**config.mk**
```make
export PLATFORM = sky130hd
export DESIGN_NAME = add_rr_arbiter_flat
export DESIGN_NICKNAME = d
export VERILOG_FILES = /design/src/rtl/add_rr_arbiter_if.sv /design/src/rtl/add_rr_arbiter.sv /design/src/flat_wrapper.sv
export SDC_FILE = /design/constraint.sdc
export NUM_CORES = 1
export LEC_CHECK = 0
export CORE_ASPECT_RATIO = 2
export CORE_UTILIZATION = 35
export DETAILED_ROUTE_END_ITERATION = 7
export PLACE_DENSITY = 0.85
export SETUP_SLACK_MARGIN = 0.5
export SYNTH_ARGS = -nofsm -noshare
export SYNTH_HDL_FRONTEND = slang
export SYNTH_SLANG_ARGS = --single-unit
```
**constraint.sdc**
```tcl
create_clock -name clk -period 2.6 [get_ports clk]
set_input_delay 0.52 -clock clk [delete_from_list [all_inputs] [get_ports clk]]
set_output_delay 0.52 -clock clk [all_outputs]
set_load 0.02 [all_outputs]
```
**src/rtl/add_rr_arbiter_if.sv**
```systemverilog
// Handshake bundle between the requesters/response consumer and add_rr_arbiter.
// The master side is the client side; the slave side is the arbiter.
interface add_rr_arbiter_if #(
    parameter int NREQ  = 4,
    parameter int WIDTH = 8,
    parameter int IDW   = $clog2(NREQ)
) ();
    logic [NREQ-1:0]       req_valid;
    logic [NREQ-1:0]       req_ready;
    logic [NREQ*WIDTH-1:0] req_a;
    logic [NREQ*WIDTH-1:0] req_b;
    logic                  rsp_valid;
    logic                  rsp_ready;
    logic [IDW-1:0]        rsp_id;
    logic [WIDTH:0]        rsp_sum;

    modport master (
        output req_valid, req_a, req_b, rsp_ready,
        input  req_ready, rsp_valid, rsp_id, rsp_sum
    );

    modport slave (
        input  req_valid, req_a, req_b, rsp_ready,
        output req_ready, rsp_valid, rsp_id, rsp_sum
    );
endinterface

```
**src/rtl/add_rr_arbiter.sv**
```systemverilog
// Round-robin arbiter sharing one signed adder across NREQ requesters, with a
// single registered response slot. Define ADD_ARB_CNT_EN to add the op_count port.
module add_rr_arbiter #(
    parameter int NREQ  = 4,
    parameter int WIDTH = 8,
    parameter int IDW   = $clog2(NREQ)
) (
    input  logic              clk,
    input  logic              rst_b,
    add_rr_arbiter_if.slave   bus
`ifdef ADD_ARB_CNT_EN
    ,
    output logic [15:0]       op_count
`endif
);
    // state    | meaning
    // ST_EMPTY | response slot free, rsp_valid=0
    // ST_FULL  | response slot holds a result, rsp_valid=1
    localparam logic [0:0] ST_EMPTY = 1'b0;
    localparam logic [0:0] ST_FULL  = 1'b1;

    logic [0:0]              state;
    logic [IDW-1:0]          ptr;
    logic [IDW-1:0]          ptr_next;
    logic [IDW-1:0]          win;
    logic                    found;
    logic                    can_accept;
    logic                    accept;
    logic [NREQ-1:0]         ready;
    logic signed [WIDTH-1:0] op_a;
    logic signed [WIDTH-1:0] op_b;
    logic [WIDTH:0]          sum_next;
    logic [WIDTH:0]          sum_q;
    logic [IDW-1:0]          id_q;

    function automatic logic [IDW-1:0] rot(input logic [IDW-1:0] p, input int k);
        int s;
        s = int'(p) + k;
        if (s >= NREQ) s = s - NREQ;
        return IDW'(s);
    endfunction

    always_comb begin
        found = 1'b0;
        win   = '0;
        for (int k = 0; k < NREQ; k++) begin
            if (!found && bus.req_valid[rot(ptr, k)]) begin
                found = 1'b1;
                win   = rot(ptr, k);
            end
        end
    end

    // rsp_ready feeds req_ready combinationally so a drain and a new accept share a cycle.
    assign can_accept = (state == ST_EMPTY) || bus.rsp_ready;
    assign accept     = rst_b && found && can_accept;

    always_comb begin
        ready = '0;
        if (accept) ready[win] = 1'b1;
    end

    assign op_a     = bus.req_a[int'(win)*WIDTH +: WIDTH];
    assign op_b     = bus.req_b[int'(win)*WIDTH +: WIDTH];
    assign sum_next = {op_a[WIDTH-1], op_a} + {op_b[WIDTH-1], op_b};
    assign ptr_next = (win == IDW'(NREQ-1)) ? '0 : win + IDW'(1);

    always_ff @(posedge clk or negedge rst_b) begin
        if (!rst_b) begin
            state <= ST_EMPTY;
            ptr   <= '0;
            id_q  <= '0;
            sum_q <= '0;
        end else if (accept) begin
            state <= ST_FULL;
            ptr   <= ptr_next;
            id_q  <= win;
            sum_q <= sum_next;
        end else if ((state == ST_FULL) && bus.rsp_ready) begin
            state <= ST_EMPTY;
        end
    end

`ifdef ADD_ARB_CNT_EN
    always_ff @(posedge clk or negedge rst_b) begin
        if (!rst_b)      op_count <= '0;
        else if (accept) op_count <= op_count + 16'd1;
    end
`endif

    assign bus.req_ready = ready;
    assign bus.rsp_valid = (state == ST_FULL);
    assign bus.rsp_id    = id_q;
    assign bus.rsp_sum   = sum_q;
endmodule

```
**src/flat_wrapper.sv**
```systemverilog
// flat-port wrapper written by rule: the top's interface ports become plain ports
module add_rr_arbiter_flat 
#(
    parameter int NREQ  = 4,
    parameter int WIDTH = 8,
    parameter int IDW   = $clog2(NREQ)
)
  (clk, rst_b, bus_req_valid, bus_req_a, bus_req_b, bus_rsp_ready, bus_req_ready, bus_rsp_valid, bus_rsp_id, bus_rsp_sum);
  add_rr_arbiter_if #(.NREQ(NREQ), .WIDTH(WIDTH), .IDW(IDW)) bus_i ();
  input  logic clk;
  input  logic rst_b;
  input wire logic [$bits(bus_i.req_valid)-1:0] bus_req_valid;
  input wire logic [$bits(bus_i.req_a)-1:0] bus_req_a;
  input wire logic [$bits(bus_i.req_b)-1:0] bus_req_b;
  input wire logic [$bits(bus_i.rsp_ready)-1:0] bus_rsp_ready;
  output wire logic [$bits(bus_i.req_ready)-1:0] bus_req_ready;
  output wire logic [$bits(bus_i.rsp_valid)-1:0] bus_rsp_valid;
  output wire logic [$bits(bus_i.rsp_id)-1:0] bus_rsp_id;
  output wire logic [$bits(bus_i.rsp_sum)-1:0] bus_rsp_sum;
  assign bus_i.req_valid = bus_req_valid;
  assign bus_i.req_a = bus_req_a;
  assign bus_i.req_b = bus_req_b;
  assign bus_i.rsp_ready = bus_rsp_ready;
  assign bus_req_ready = bus_i.req_ready;
  assign bus_rsp_valid = bus_i.rsp_valid;
  assign bus_rsp_id = bus_i.rsp_id;
  assign bus_rsp_sum = bus_i.rsp_sum;
  add_rr_arbiter #(.NREQ(NREQ), .WIDTH(WIDTH), .IDW(IDW)) u_core (.clk(clk), .rst_b(rst_b), .bus(bus_i));
endmodule
```
==> results_dict.tcl <==
set metrics [dict create \
    regArea_um2 350 \
    routed_wl_um 5320 \
    worstHoldStart "u_core.bus.rsp_sum[0]$_DFFE_PN0P_" \
    clock_sinks 14 \
    synthAdderAreaFrac 0.110 \
    yosys-top-cells-count "mux2i_1 (48), nand2_1 (18), o21ai_0 (15)" \
    synth_seq_cells 14 \
    clk_latency_ps 250 \
    synthDominantCellAreaShare 0.311 \
    muxShareOfSynthArea 0.311 \
    leakagePower_uw 0.00139 \
    grt_pass1_vias 1719 \
    reg2reg_slack_ps -410 \
    postSynthCellCount 163 \
    n_antenna_cell 0 \
    ios 87 \
    hold_depth 2 \
    path_class "primary input to flop" \
    nets 377 \
    synth_edf_count 0 \
    whs_ps 473 \
    slew_headroom 0.746 \
    synth_most_common_cell "mux2i_1" \
    avgSynthCellArea_um2 9.47 \
    remaining_drc_errors 0 \
    design_area_mm2 0.00307 \
    fin_tns_setup_ps -2160 \
    r2r_start "u_core.ptr[0]$_DFFE_PN0P_" \
    chipWidth_um 49.0 \
    drv_cap 0 \
    synth_top_family_by_area "multiplexers" \
    synthToLayoutAreaGrowth_pct 98.6 \
    worst_slack_ps -412 \
    synth.largest_area_cell "mux2i_1" \
    path_max_fanout 8 \
    multi_input_area_mm2 0.00127 \
    holdCritPathClass "flop to flop" \
    ant_nets 0 \
    n_fill_cell 281 \
    die-area_mm2 0.00470 \
    path_clk_slew_ps 60 \
    synthSimpleGateAreaFrac 0.113 \
    worstMarginPinSlew_ps 380 \
    postSynth.asyncResetShare 1.00 \
    core_mm2 0.00417 \
    drt_first_iter_violations 29 \
    netlist-cell-type-count 32 \
    setup_viol 11 \
    critPathArrivalTime_ps 3190 \
    dp_slack_ps -884 \
    hpwl_um 3930 \
    violations "setup timing" \
    num_vias 1730 \
    port_buffers 86 \
    hold_end "u_core.bus.rsp_sum[0]$_DFFE_PN0P_" \
    rsz0062_at_grt "yes" \
    maxSlewViolCount 0 \
    fin_skew_ps 3.98 \
    cp-end-kind "flop" \
    synth_xor_area_frac 0.0227 \
    grt_pass1_wl_um 7680 \
    status "finished, violations left" \
    place_congestion 0.843 \
    worstPathRequired_ps 2770 \
    wl_per_cell_um 15.5 \
    synth-compound-area-share 0.143 \
    antenna_found_initial 0 \
    cp-start-kind "primary input" \
    drive_gt1_frac 0.333 \
    rows 33 \
    start_util 0.370 \
    hold_violations 0 \
    yosys-top-cells-area "mux2i_1 (31%), dfrtp_1 (23%), ha_1 (9.7%)" \
    first_pass_iters 5 \
    cts_made_buffers 3 \
    rr_endpoint "u_core.bus.rsp_sum[8]$_DFFE_PN0P_" \
    post_dp_cell_area_mm2 0.00277 \
    fin_crit_ps 3010 \
    synthFlopType "dfrtp_1" \
    die_y_um 95.9 \
    ys_seq_area_frac 0.227 \
    cts_tree "built" \
    r2r_cells 13 \
    grt_overflow_total 0 \
    finalCritPeriodShare 1.16 \
    htreeDepth 1 \
    clock_path_buffers 2 \
    syn_area_mm2 0.00154 \
    ys_warn_count 0 \
    power_density_mw_per_mm2 987 \
    root_buffer "clkbuf_8" \
    synth_fp_nets 247 \
    avgViaCountPerCell 5.04 \
    grt_use_total 0.217 \
    cts_hold_buffers 0 \
    max_freq_ghz 0.332 \
    grt_start_max_net_pins 18 \
    ir_drop_mv 0.733 \
]
flip-flops by register name, summed over array words and instances, names as in the netlist:
register / flops
u_core.bus.rsp_id: 2
u_core.bus.rsp_valid: 1
u_core.ptr: 2
u_core.bus.rsp_sum: 9
metrics by stage:
stage	power, uW	util	std cells
6_report	3030	0.735	343
2_1_floorplan	1560	-	163
3_5_place_dp	2350	0.663	325
5_1_grt	3210	0.735	343
3_3_place_gp	2300	0.663	325
4_1_cts	2830	0.713	339
worst max-delay path, cell delays in order:
cell and delay [ps]:
buf_6 90, nor2b_4 120, a21o_1 190, a211oi_4 300
buf_12 180, mux2i_2 240, mux2i_1 160, buf_4 170
fa_2 390, a211oi_4 240, o21bai_1 120, a21oi_2 190
o211ai_1 120, a31oi_1 170
cell usage in the layout (no fill, tap or decap), types with 4 or more instances in the layout:
cell type | Yosys | routed
mux2i_1 | 48 | 45
nand2_1 | 18 | 16
ha_2 | 0 | 6
nor2_1 | 5 | 5
buf_12 | 2 | 5
buf_6 | 2 | 10
buf_4 | 1 | 36
and2_4 | 0 | 4
dfrtp_1 | 14 | 14
clkdlybuf4s50_1 | 0 | 78
o21ai_1 | 0 | 10
layout make-up:
| cell class | count | area share |
|---|---|---|
| multi-input combinational | 136 | 0.413 |
| tap | 52 | 0.0212 |
| sequential | 14 | 0.114 |
| clock buffer | 3 | 0.0135 |
| inverter | 4 | 0.00734 |
| timing repair buffer | 134 | 0.431 |
timing repair:
item | 4_1_cts | 5_1_grt
setup endpoints to repair | 15 | 13
gates resized for setup | 71 | 16
setup buffers | 10 | 4
pin swaps | 24 | 9
gates cloned | 1 | 0
report_power, final:
| part | leakage (uW) | internal (uW) | total (uW) | switching [uW] |
|---|---|---|---|---|
| combinational | 0.00120 | 1350 | 2460 | 1110 |
| sequential | 0.000169 | 313 | 389 | 75.7 |
| clock | 0.0000216 | 103 | 179 | 76.4 |
how the worst max path moves through the flow:
stage / from / to / slack [ps] / depth (start not counted)
3_5_place_dp: bus_req_valid[2] / u_core.bus.rsp_sum[8]$_DFFE_PN0P_ / -880 / 14
2_1_floorplan: bus_req_valid[2] / u_core.bus.rsp_sum[8]$_DFFE_PN0P_ / -290 / 14
3_3_place_gp: bus_req_valid[2] / u_core.bus.rsp_sum[7]$_DFFE_PN0P_ / -780 / 14
4_1_cts: bus_req_valid[2] / u_core.bus.rsp_sum[8]$_DFFE_PN0P_ / -320 / 14
5_1_grt: u_core.ptr[0]$_DFFE_PN0P_ / u_core.bus.rsp_sum[8]$_DFFE_PN0P_ / -550 / 13
6_report: bus_req_valid[2] / u_core.bus.rsp_sum[8]$_DFFE_PN0P_ / -410 / 14
logic make-up after synthesis:
family          Yosys count
compound gates           34
xor+xnor                  4
fa+ha+maj                13
buf+inv                  13
flops                    14
mux                      48
simple gates             37
layer usage:
metal | vias to the layer above | track usage | part of all wire
met3 | 11 | 0.0158 | 0.025
met1 | 817 | 0.205 | 0.34
met2 | 60 | 0.458 | 0.61
met4 | 0 | 0.0931 | 0.024
met5 | - | 0 | 0
li1 | 842 | - | -
Power figures use the tool's default switching activity.
